### src/rtl/pipe_ctrl_pkg.sv
// Core-wide pipeline-control definitions: control FSM states and shared constants.
package pipe_ctrl_pkg;

  typedef enum logic [1:0] {
    ST_RUN      = 2'd0,
    ST_REDIRECT = 2'd1,
    ST_HOLD     = 2'd2
  } ctrl_state_e;

  localparam int unsigned HCNT_W = 8;
  localparam int unsigned RCNT_W = 4;

  // addi x0, x0, 0
  localparam logic [31:0] NOP_INSTR  = 32'h0000_0013;
  localparam logic [31:0] RESET_ADDR = 32'h0000_0000;

endpackage

### src/rtl/ctrl_hold_timer.sv
// Saturating hold-cycle counter with clear and timeout compare for pipe_ctrl.
module ctrl_hold_timer
  import pipe_ctrl_pkg::*;
#(
  parameter int unsigned HOLD_TIMEOUT = 255
) (
  input  logic clk,
  input  logic rst_n,
  input  logic clr,
  input  logic en,
  output logic timeout
);

  localparam logic [HCNT_W-1:0] LIMIT = HCNT_W'(HOLD_TIMEOUT - 1);

  logic [HCNT_W-1:0] hcnt_q, hcnt_d;

  always_comb begin
    hcnt_d = hcnt_q;
    if (clr) begin
      hcnt_d = '0;
    end else if (en && (hcnt_q != '1)) begin
      hcnt_d = hcnt_q + HCNT_W'(1);
    end
  end

  always_ff @(posedge clk) begin
    if (!rst_n) begin
      hcnt_q <= '0;
    end else begin
      hcnt_q <= hcnt_d;
    end
  end

  assign timeout = en && (hcnt_q == LIMIT);

endmodule

### src/rtl/pipe_ctrl.sv
// Pipeline control for the 5-stage core: PC redirect, IF/ID and ID/EX stall/flush,
// multi-cycle hold with deferred redirect and hold timeout.
module pipe_ctrl
  import pipe_ctrl_pkg::*;
#(
  parameter int unsigned FLUSH_CYCLES = 2,
  parameter int unsigned HOLD_TIMEOUT = 255,
  parameter int unsigned ADDR_W       = 32
) (
  input  logic              clk,
  input  logic              rst_n,
  input  logic              jump_en2ctrl,
  input  logic [ADDR_W-1:0] jump_addr2ctrl,
  input  logic              hold2ctrl,
  input  logic              hold_done,
  input  logic              load_use,
  output logic              jump_en2pc,
  output logic [ADDR_W-1:0] jump_addr2pc,
  output logic              stall_pc,
  output logic              stall_if_id,
  output logic              flush_if_id,
  output logic              stall_id_ex,
  output logic              flush_id_ex,
  output logic              hold_err,
  output logic              busy
);

  localparam logic [RCNT_W-1:0] RCNT_RELOAD = RCNT_W'(FLUSH_CYCLES - 1);
  localparam bit                MULTI_FLUSH = (FLUSH_CYCLES > 1);

  ctrl_state_e       state_q, state_d;
  logic [RCNT_W-1:0] rcnt_q, rcnt_d;
  logic              pend_valid_q, pend_valid_d;
  logic [ADDR_W-1:0] pend_addr_q, pend_addr_d;

  logic              hold_active;
  logic              hold_timeout;
  logic              jump_go;
  logic [ADDR_W-1:0] jump_tgt;
  logic              hold_exit;

  assign hold_active = (state_q == ST_HOLD);

  ctrl_hold_timer #(
    .HOLD_TIMEOUT(HOLD_TIMEOUT)
  ) u_hold_timer (
    .clk    (clk),
    .rst_n  (rst_n),
    .clr    (!hold_active),
    .en     (hold_active),
    .timeout(hold_timeout)
  );

  always_comb begin
    state_d      = state_q;
    rcnt_d       = rcnt_q;
    pend_valid_d = pend_valid_q;
    pend_addr_d  = pend_addr_q;
    jump_go      = 1'b0;
    jump_tgt     = '0;
    hold_exit    = 1'b0;
    jump_en2pc   = 1'b0;
    jump_addr2pc = '0;
    stall_pc     = 1'b0;
    stall_if_id  = 1'b0;
    flush_if_id  = 1'b0;
    stall_id_ex  = 1'b0;
    flush_id_ex  = 1'b0;
    hold_err     = 1'b0;
    busy         = (state_q != ST_RUN);

    unique case (state_q)
      ST_RUN, ST_REDIRECT: begin
        if (state_q == ST_REDIRECT) begin
          flush_if_id = 1'b1;
          rcnt_d      = rcnt_q - RCNT_W'(1);
          if (rcnt_q <= RCNT_W'(1)) begin
            state_d = ST_RUN;
          end
        end
        // A hold wins over a redirect flush so IF/ID is never stalled and flushed together.
        if (hold2ctrl) begin
          stall_pc    = 1'b1;
          stall_if_id = 1'b1;
          stall_id_ex = 1'b1;
          flush_if_id = 1'b0;
          state_d     = ST_HOLD;
          if (jump_en2ctrl) begin
            pend_valid_d = 1'b1;
            pend_addr_d  = jump_addr2ctrl;
          end
        end else if (jump_en2ctrl) begin
          jump_go  = 1'b1;
          jump_tgt = jump_addr2ctrl;
        end else if (load_use && (state_q == ST_RUN)) begin
          stall_pc    = 1'b1;
          stall_if_id = 1'b1;
          flush_id_ex = 1'b1;
        end
      end
      ST_HOLD: begin
        hold_exit = hold_done || hold_timeout;
        hold_err  = hold_timeout && !hold_done;
        if (!hold_exit) begin
          stall_pc    = 1'b1;
          stall_if_id = 1'b1;
          stall_id_ex = 1'b1;
        end else begin
          state_d = ST_RUN;
          if (pend_valid_q) begin
            pend_valid_d = 1'b0;
            jump_go      = 1'b1;
            jump_tgt     = pend_addr_q;
          end
        end
      end
      default: begin
        state_d = ST_RUN;
      end
    endcase

    if (jump_go) begin
      jump_en2pc   = 1'b1;
      jump_addr2pc = jump_tgt;
      flush_if_id  = 1'b1;
      flush_id_ex  = 1'b1;
      if (MULTI_FLUSH) begin
        state_d = ST_REDIRECT;
        rcnt_d  = RCNT_RELOAD;
      end else begin
        state_d = ST_RUN;
      end
    end

    if (!rst_n) begin
      jump_en2pc   = 1'b0;
      jump_addr2pc = '0;
      stall_pc     = 1'b0;
      stall_if_id  = 1'b0;
      flush_if_id  = 1'b0;
      stall_id_ex  = 1'b0;
      flush_id_ex  = 1'b0;
      hold_err     = 1'b0;
      busy         = 1'b0;
    end
  end

  always_ff @(posedge clk) begin
    if (!rst_n) begin
      state_q      <= ST_RUN;
      rcnt_q       <= '0;
      pend_valid_q <= 1'b0;
      pend_addr_q  <= '0;
    end else begin
      state_q      <= state_d;
      rcnt_q       <= rcnt_d;
      pend_valid_q <= pend_valid_d;
      pend_addr_q  <= pend_addr_d;
    end
  end

endmodule

### config.mk
export PLATFORM = sky130hd
export DESIGN_NAME = pipe_ctrl
export DESIGN_NICKNAME = d
export VERILOG_FILES = /design/src/rtl/pipe_ctrl_pkg.sv /design/src/rtl/ctrl_hold_timer.sv /design/src/rtl/pipe_ctrl.sv
export SDC_FILE = /design/constraint.sdc
export NUM_CORES = 1
export LEC_CHECK = 0
export CAP_MARGIN = 10
export CORE_MARGIN = 2
export CORE_UTILIZATION = 40
export DETAILED_ROUTE_END_ITERATION = 7
export PLACE_DENSITY = 0.72
export SYNTH_ARGS = -nofsm -noshare
export SYNTH_HDL_FRONTEND = slang
export SYNTH_SLANG_ARGS = --single-unit
### constraint.sdc
create_clock -name clk -period 2.6 [get_ports clk]
set_input_delay 0.78 -clock clk [delete_from_list [all_inputs] [get_ports clk]]
set_output_delay 0.78 -clock clk [all_outputs]
set_load 0.02 [all_outputs]
# Word level (Yosys, flattened, before mapping)

Index checks and enable logic that the tools add are counted.

Register bits after elaboration: 47
Output and inout bits: 40

Mux-type cells: 48
Bitwise logic cells: 1
Eq/ne operators: 12
Add/sub/neg operators: 2
Reduce and logical (&&, ||, !) cells: 20
Magnitude comparators: 1

Operators by type and width:

| kind                | count |
|---|---|
| $mux 32             | 6 |
| $pmux 32 s2         | 1 |
| $mux 1              | 32 |
| $ne 3x3->1 const B  | 3 |
| $reduce_and 3->1    | 3 |
| $add 8x1->8 const B | 1 |
| $eq 8x8->1 const B  | 1 |
| $mux 2              | 4 |
| $ne 4x4->1 const B  | 2 |
| $ne 8x8->1 const B  | 1 |
| $pmux 1 s2          | 4 |
| $reduce_bool 2->1   | 4 |
| $ne 2x2->1 const B  | 3 |
| $reduce_and 2->1    | 3 |
| $le 4x1->1 const B  | 1 |
| $logic_and 1x1->1   | 4 |
| $pmux 2 s2          | 1 |
| $reduce_and 4->1    | 1 |
| $reduce_or 2->1     | 2 |
| $sub 4x1->4 const B | 1 |
| $eq 2x1->1 const B  | 1 |
| $eq 2x2->1 const B  | 1 |
| $logic_not 2->1     | 1 |
| $logic_not 1->1     | 1 |
| other kinds (2)     | 2 |

# Depth between registers and ports, before layout

Gate-level depths: netlist (run 1).

Depth in word-level cells: 8
Mapped depth: 7
Gate-level depth less buffers: 5

# Hierarchy

Synthesis (run 1) repeated with hierarchy kept, for this count alone.

Cell total of the unflattened synthesis: 324
Area, all modules: 2502.4 um^2

Modules (own cells, without submodules):

| module          | cells each | seq. area each (um^2) | instances | area each (um^2) |
|---|---|---|---|---|
| pipe_ctrl       | 274        | 780.7                 | 1         | 2030.7 |
| ctrl_hold_timer | 50         | 160.2                 | 1         | 471.7 |

# Least setup slack after synthesis (run 1)

No wires, ideal clock.

Kind: input port to output port
Start: in rst_n
End: out jump_addr2pc[10]
Path buffers: 2
Arrival: 1.947 ns
Path slack: -0.127 ns
Data required time: 1.820 ns
Cell stages on the path: 5
Cell sequence: buf_2 > inv_2 > nor3_1 > clkbuf_1 > a22o_1

Word-level cells in the longest chain between the ends: 1

RTL lines:

| element         | line             | text |
|---|---|---|
| start, declared | pipe_ctrl.sv:11  | `input logic rst_n,` |
| $mux 32         | pipe_ctrl.sv:135 | `if (!rst_n) begin` |
| end, declared   | pipe_ctrl.sv:18  | `output logic [ADDR_W-1:0] jump_addr2pc,` |

Every way passes these cells.

# Final worst setup path (run 1)

Start: reg u_hold_timer.hcnt_q[4]
End: out jump_addr2pc[15]

Word-level cells in the longest chain between the ends: 7

RTL lines:

| element                                   | line                  | text |
|---|---|---|
| start, declared                           | ctrl_hold_timer.sv:16 | `logic [HCNT_W-1:0] hcnt_q, hcnt_d;` |
| start signal, assigned                    | ctrl_hold_timer.sv:31 | `hcnt_q <= hcnt_d;` |
| $eq 8x8->1 *                              | ctrl_hold_timer.sv:35 | `assign timeout = en && (hcnt_q == LIMIT);` |
| $logic_and 1x1->1 *                       | ctrl_hold_timer.sv:35 |  |
| $logic_or 1x1->1 *                        | pipe_ctrl.sv:102      | `hold_exit = hold_done \|\| hold_timeout;` |
| $mux 32 or $mux 1 (tied branches)         | pipe_ctrl.sv:104      | `if (!hold_exit) begin` |
| $pmux 32 s2 or $pmux 1 s2 (tied branches) | pipe_ctrl.sv:72       | `unique case (state_q)` |
| $mux 32 *                                 | pipe_ctrl.sv:122      | `if (jump_go) begin` |
| $mux 32 *                                 | pipe_ctrl.sv:135      |  |

Mark *: on every way between the ends. The rest lies on a longest branch, timed or not.

==> summary.txt, run 1 <==
Run status
  – Status: complete, but fails checks
  – Failing checks: setup timing

Floorplan
  – Starting density of the core: 0.418
  – Chip width: around 80 µm
  – Die H: between 80 and 90 µm
  – Top-Level Pins: 78
  – Core Box Area: ~0.0055 mm²
  – FP Rows: 27
  – Die ar.: between 0.006 and 0.007 mm²

STA
  – Final setup fails: 22
  – Final Worst Setup Slack: -0.0661 ns
  – Skew final: around 0.01 ns
  – Period utilization: 1.03
  – Unrepaired setup endpoints after global routing: true
  – Rel. slew slack: 0.785
  – TNS Setup: -0.848 ns
  – Worst slew pin tran: around 0.31 ns
  – Max Fclk: around 0.38 GHz
  – Minimum clock period: between 2 and 3 ns
  – Final Max Slew Viols: 0
  – Fin. Hold Viols: 0

Global routing
  – Vias in the first global route: roughly 2,400
  – Antenna violations before repair: 0
  – Grt total ovfl: 0
  – Largest net degree at the start of global routing: 40
  – Global-route wire length before repair: about 12,000 µm
  – GRT Total Usage: 0.233

Min path
  – Hold Crit Class: register to register

Synth
  – Synth top cells by count: 69 x nand2_1, 47 x dfxtp_1, 37 x a21oi_1, 32 x a22o_1, 16 x nor2_1
  – Syn. warnings: 0
  – Register area share after synthesis: 0.406
  – EDFF count, synth: 0
  – Most frequent cell after synthesis: nand2_1
  – Predominant post-synthesis flop cell: dfxtp_1
  – Seq cells post-synth: 47
  – Async set or reset register ratio after synthesis: 0
  – Syn Area/Cell: around 8 µm²
  – Largest cells by area after synthesis: dfxtp_1 41%, a22o_1 12%, nand2_1 11%
  – Syn Inst Count: about 280
  – Synth Cell Area: 0.00232 mm²
  – Synthesized Nets: 325
  – Area leader, netlist: dfxtp_1
  – Count of cell types in the netlist: 38
  – Top cell type's share of synthesized area: 0.406

Power
  – Pwr Density: 442 mW/mm²
  – Leak pwr: 1.48 nW
  – VDD IR max: 0.362 mV
  – Total power: ~1.6 mW

Clock tree
  – Clock-pin slew on the worst setup and hold paths: 0.09 ns
  – TritonCTS clock tree: built
  – CTS Hold Bufs: 0
  – H-tree depth: 2
  – Root Buffer: clkbuf_8
  – Num Clock Sinks: 47
  – Num CTS Buffers: 5
  – Maximum clock insertion buffer count: 2
  – Clk_lat worst skew: around 0.31 ns

Worst setup path
  – Critical path class: register to primary output
  – Crit path arrival time: 1.89 ns
  – CP max FO: 7
  – Worst setup SP type: register
  – Critical Path RT: around 1.8 ns
  – Setup crit end kind: primary output

Placed design
  – Placer Congestion: ~0.86
  – Port Buffers: 77
  – Post-DP HPWL: roughly 4300 µm
  – Placed insts: 448
  – Worst slack at placement: -0.781 ns

Final layout
  – Fin cells: about 470
  – Diode count: 0
  – Nets: roughly 440
  – Area Overhead vs Synth: 60.5%
  – Filler cell count: 454
  – Layout cells sized above 1: 0.292

Drt
  – DRC: 0
  – Vias per cell: about 5.3
  – Post-DR wirelength/cell: 15.4 µm
  – DRT Pass-1 Iters: 4
  – DR vias: approximately 2,500
  – DR iter-0 viols: 168
  – Drt total wl: 7190 µm
  – Remaining antenna violation count after routing: 0

Flow run
  – Maxcap violations: 0
## metal layers
metal | track usage | vias to the layer above | routed length (µm)
met2 | 0.396 | 68 | 3540
li1 | - | 1218 | -
met4 | 0.0864 | 0 | 170
met3 | 0.0393 | 13 | 398
met1 | 0.297 | 1172 | 3090
met5 | 0 | - | 0
## final timing paths
path,startpoint,end,slack (ns),cells after the start
max,u_hold_timer.hcnt_q[4],jump_addr2pc[15],-0.07,7
min,pend_addr_q[26],pend_addr_q[26],0.46,2
max reg2reg,u_hold_timer.hcnt_q[1],u_hold_timer.hcnt_q[2],0.95,6
min reg2reg,pend_addr_q[26],pend_addr_q[26],0.46,2
## power breakdown
group / switching [mW] / internal (mW) / leakage, nW
clock network: 0.267 / 0.290 / 0.0548
registers: 0.0165 / 0.749 / 0.385
logic: 0.155 / 0.167 / 1.05
## per-stage QoR
step	util	hold WS, ns	cell area (µm²)
finish	0.671	0.458	3720
global route	0.671	0.483	3720
detailed placement	0.612	0.447	3390
global placement	0.612	0.441	3390
CTS	0.685	0.459	3790
floorplan	-	0.436	2330
## sequential cells by signal, summed over array words and instances (netlist names)
signal and flops:
pend_valid_q 1, state_q 2, pend_addr_q 32, u_hold_timer.hcnt_q 8
rcnt_q 4
## kinds of logic after synthesis
family          Yosys count  share of synthesized area
compound gates           85                      0.271
buf+inv                  28                     0.0626
fa+ha+maj                 4                     0.0216
simple gates            112                      0.213
flops                    47                      0.406
xor+xnor                  7                     0.0265
## critical path, cell delays in order (launching register included)
cell     delay (ns)
dfxtp_2        0.34
and4_4         0.26
a41oi_4        0.12
nor3_4         0.29
buf_6          0.19
buf_12         0.11
a22o_1         0.14
buf_6          0.12
## placed cells by master, fill, tap and decap left out, types with 2 or more instances in the layout
| master | n |
|---|---|
| dfxtp_1 | 43 |
| a21oi_1 | 35 |
| buf_16 | 2 |
| nor2b_1 | 4 |
| nand2b_1 | 2 |
| nor2_1 | 16 |
| a21oi_2 | 2 |
| buf_12 | 5 |
| buf_2 | 6 |
| buf_4 | 37 |
| nor3_4 | 2 |
| a22o_1 | 32 |
| dfxtp_2 | 4 |
| a211oi_1 | 4 |
| inv_1 | 5 |
| a31oi_1 | 2 |
| buf_6 | 40 |
| clkdlybuf4s50_1 | 32 |
| clkbuf_8 | 5 |
| and2_1 | 2 |
| nor3_1 | 4 |
| ha_1 | 3 |
| o21a_1 | 3 |
| nand2_1 | 69 |
| nand3_1 | 5 |
| xnor2_1 | 6 |
## layout make-up
class | instances | area [µm²] | share of cell area
inverter | 6 | 25.0 | 0.00673
clock inverter | 3 | 46.3 | 0.0124
tap | 72 | 90.1 | 0.0242
clock buffer | 5 | 68.8 | 0.0185
sequential | 47 | 946 | 0.254
timing repair buffer | 125 | 1260 | 0.339
multi-input combinational | 208 | 1280 | 0.345
## what timing repair did
item,CTS,global route
gates resized for setup,252,15
cloned,5,0
pin swaps,15,19
buffers inserted,10,0
setup endpoints to repair,40,39
No activity file was read; power rests on OpenSTA's default activity.
==> run 2: changes to the inputs <==
--- a/config.mk
+++ b/config.mk
@@ -13,3 +13,4 @@
 export SYNTH_ARGS = -nofsm -noshare
 export SYNTH_HDL_FRONTEND = slang
 export SYNTH_SLANG_ARGS = --single-unit
+export TNS_END_PERCENT = 30
==> run 2 against run 1 <==
Effect of this change: the run still ends with setup timing left; count of clock-buffer cells in the layout is the same; utilization down 0.52 points; sequential cell count unchanged; fmax is 0.33% higher; critical path depth is the same; critical endpoint unchanged; largest cell class unchanged; highest routed layer unchanged.
==> summary.txt, run 2 (same netlist as run 1, synthesis figures left out) <==
Power
  – Leak pwr: between 1 and 1.5 nW
  – Clock power share: 0.338
  – Pwr Density: 444 mW/mm²
  – Sw Ratio: 0.266
  – Psw: around 440 µW
  – Comb power frac: 0.195
  – Total power: roughly 1.6 mW
  – Flop pwr share: 0.467
  – Pint: 1.20 mW
  – VDD IR max: 0.363 mV

Run status
  – Status: complete, but fails checks
  – Failing checks: setup timing

Drt
  – Vias per cell: 5.35
  – Remaining antenna violation count after routing: 0
  – DRT Pass-1 Iters: 6
  – DR vias: 2,491
  – DR iter-0 viols: between 150 and 200
  – DRC: 0
  – Post-DR wirelength/cell: approximately 16 µm
  – Drt total wl: just over 7000 µm

STA
  – WHS: approximately 0.46 ns
  – Final Worst Setup Slack: -0.0572 ns
  – Worst slew pin tran: between 0.3 and 0.4 ns
  – Final setup fails: 23
  – Rel. slew slack: 0.784
  – Max Fclk: around 0.38 GHz
  – Fin. Hold Viols: 0
  – Final Max Slew Viols: 0
  – Unrepaired setup endpoints after global routing: true
  – Minimum clock period: between 2 and 3 ns
  – Period utilization: 1.02
  – Skew final: 0.0108 ns

Global routing
  – Antenna violations before repair: 0
  – GRT Total Usage: 0.234
  – Largest net degree at the start of global routing: 40
  – Grt total ovfl: 0
  – Vias in the first global route: around 2,400
  – Global-route wire length before repair: ~12,000 µm

Final layout
  – Final Util: 0.666
  – Biggest regs: pend_addr_q (32), u_hold_timer.hcnt_q (8), rcnt_q (4)
  – Nets: ~440
  – Max reg flops: 32
  – Design area: 0.00369 mm²
  – Most flop-heavy register: pend_addr_q
  – Layout cells sized above 1: 0.292
  – Area Overhead vs Synth: 59.3%
  – Filler cell count: between 400 and 500
  – Commonest non-fill, non-tap cells in the layout: 69 x nand2_1, 43 x dfxtp_1, 39 x buf_4
  – Diode count: 0
  – Commonest non-fill, non-tap cell in the layout: nand2_1

Clock tree
  – Num CTS Buffers: 5
  – TritonCTS clock tree: built
  – Maximum clock insertion buffer count: 2
  – CTS Hold Bufs: 0
  – Num Clock Sinks: between 40 and 50
  – H-tree depth: 2
  – Root Buffer: clkbuf_8
  – Clk_lat worst skew: ~0.31 ns
  – Clock-pin slew on the worst setup and hold paths: ~0.090 ns

Worst setup path
  – Setup crit end kind: primary output
  – Reg-to-reg startpoint: u_hold_timer.hcnt_q[1]
  – Worst setup SP type: register
  – Crit path arrival time: approximately 1.9 ns
  – Worst Reg2Reg Path Length in Cells: 6
  – Crit path launch: u_hold_timer.hcnt_q[4]
  – CP max FO: 7
  – Critical path class: register to primary output
  – Critical Path RT: ~1.8 ns

Min path
  – Hold Crit Class: register to register
  – Hold Path Stages: 2
  – Hold_sp: pend_addr_q[26]

Placed design
  – Port Buffers: a little under 80
  – Cell Area, Placed: roughly 0.0034 mm²
  – Post-DP HPWL: 4320 µm
  – Placer Congestion: roughly 0.86

Floorplan
  – Die ar.: around 0.0064 mm²
  – Core Box Area: ~0.0055 mm²
  – FP Rows: 27
  – Chip width: 80.1 µm
  – Die H: roughly 80 µm
  – Top-Level Pins: ~80
  – Starting density of the core: 0.418

Flow run
  – Maxcap violations: 0
-- run 2: cell count changes in the layout (fill, tap and decap cells not counted), sizes merged --
cell           change
clkdlybuf4s50      +1
dlymetal6s2s       -1
-- run 2: worst paths after layout --
check	slack, ns	end
max	-0.06	jump_addr2pc[15]
min	0.46	pend_addr_q[26]
max reg2reg	0.95	u_hold_timer.hcnt_q[2]
min reg2reg	0.46	pend_addr_q[26]
-- run 2: through the flow --
stage                     std cells  setup TNS (ns)  setup slack [ns]
after floorplan                 283       -0.000128         -0.000128
after global placement          448          -29.44            -0.781
after detailed placement        448          -29.43            -0.781
after CTS                       471           -1.32           -0.0744
after global routing            466           -2.75            -0.123
final                           466          -0.735           -0.0572
-- run 2: area by class of cell --
class	count	area [µm²]	area share
Clock inverter	3	46.3	0.0125
Multi-Input combinational cell	208	1280	0.348
Inverter	6	25.0	0.00678
Tap cell	72	90.1	0.0244
Timing Repair Buffer	125	1230	0.334
Sequential cell	47	946	0.256
Clock buffer	5	68.8	0.0186
-- run 2: power groups by stage --
stage | sequential [mW] | combinational (mW) | clock (mW)
floorplan | 0.779 | 0.141 | 0
global placement | 0.780 | 0.295 | 0
global route | 0.769 | 0.343 | 0.589
finish | 0.765 | 0.319 | 0.555
detailed placement | 0.782 | 0.297 | 0
CTS | 0.765 | 0.314 | 0.559
-- run 2: metal layers --
metal,up-vias,GRT usage,part of all wire
met4,0,0.0864,0.016
met3,10,0.0393,0.056
met1,1178,0.299,0.43
li1,1218,-,-
met2,85,0.394,0.50
met5,-,0,0
-- run 2: repair_timing --
item	4_1_cts	5_1_grt
endpoints found under the hold margin	0	0
setup endpoints to repair	40	39
cloned	5	0
gates resized for setup	236	22
buffers inserted	10	0
pin swaps	11	15
-- run 2: critical path, cell delays in order, from the launching register on --
cell	delay [ns]
dfxtp_2	0.34
and4_4	0.26
a41oi_4	0.12
nor3_4	0.29
buf_6	0.19
buf_12	0.11
a22o_1	0.14
buf_6	0.12
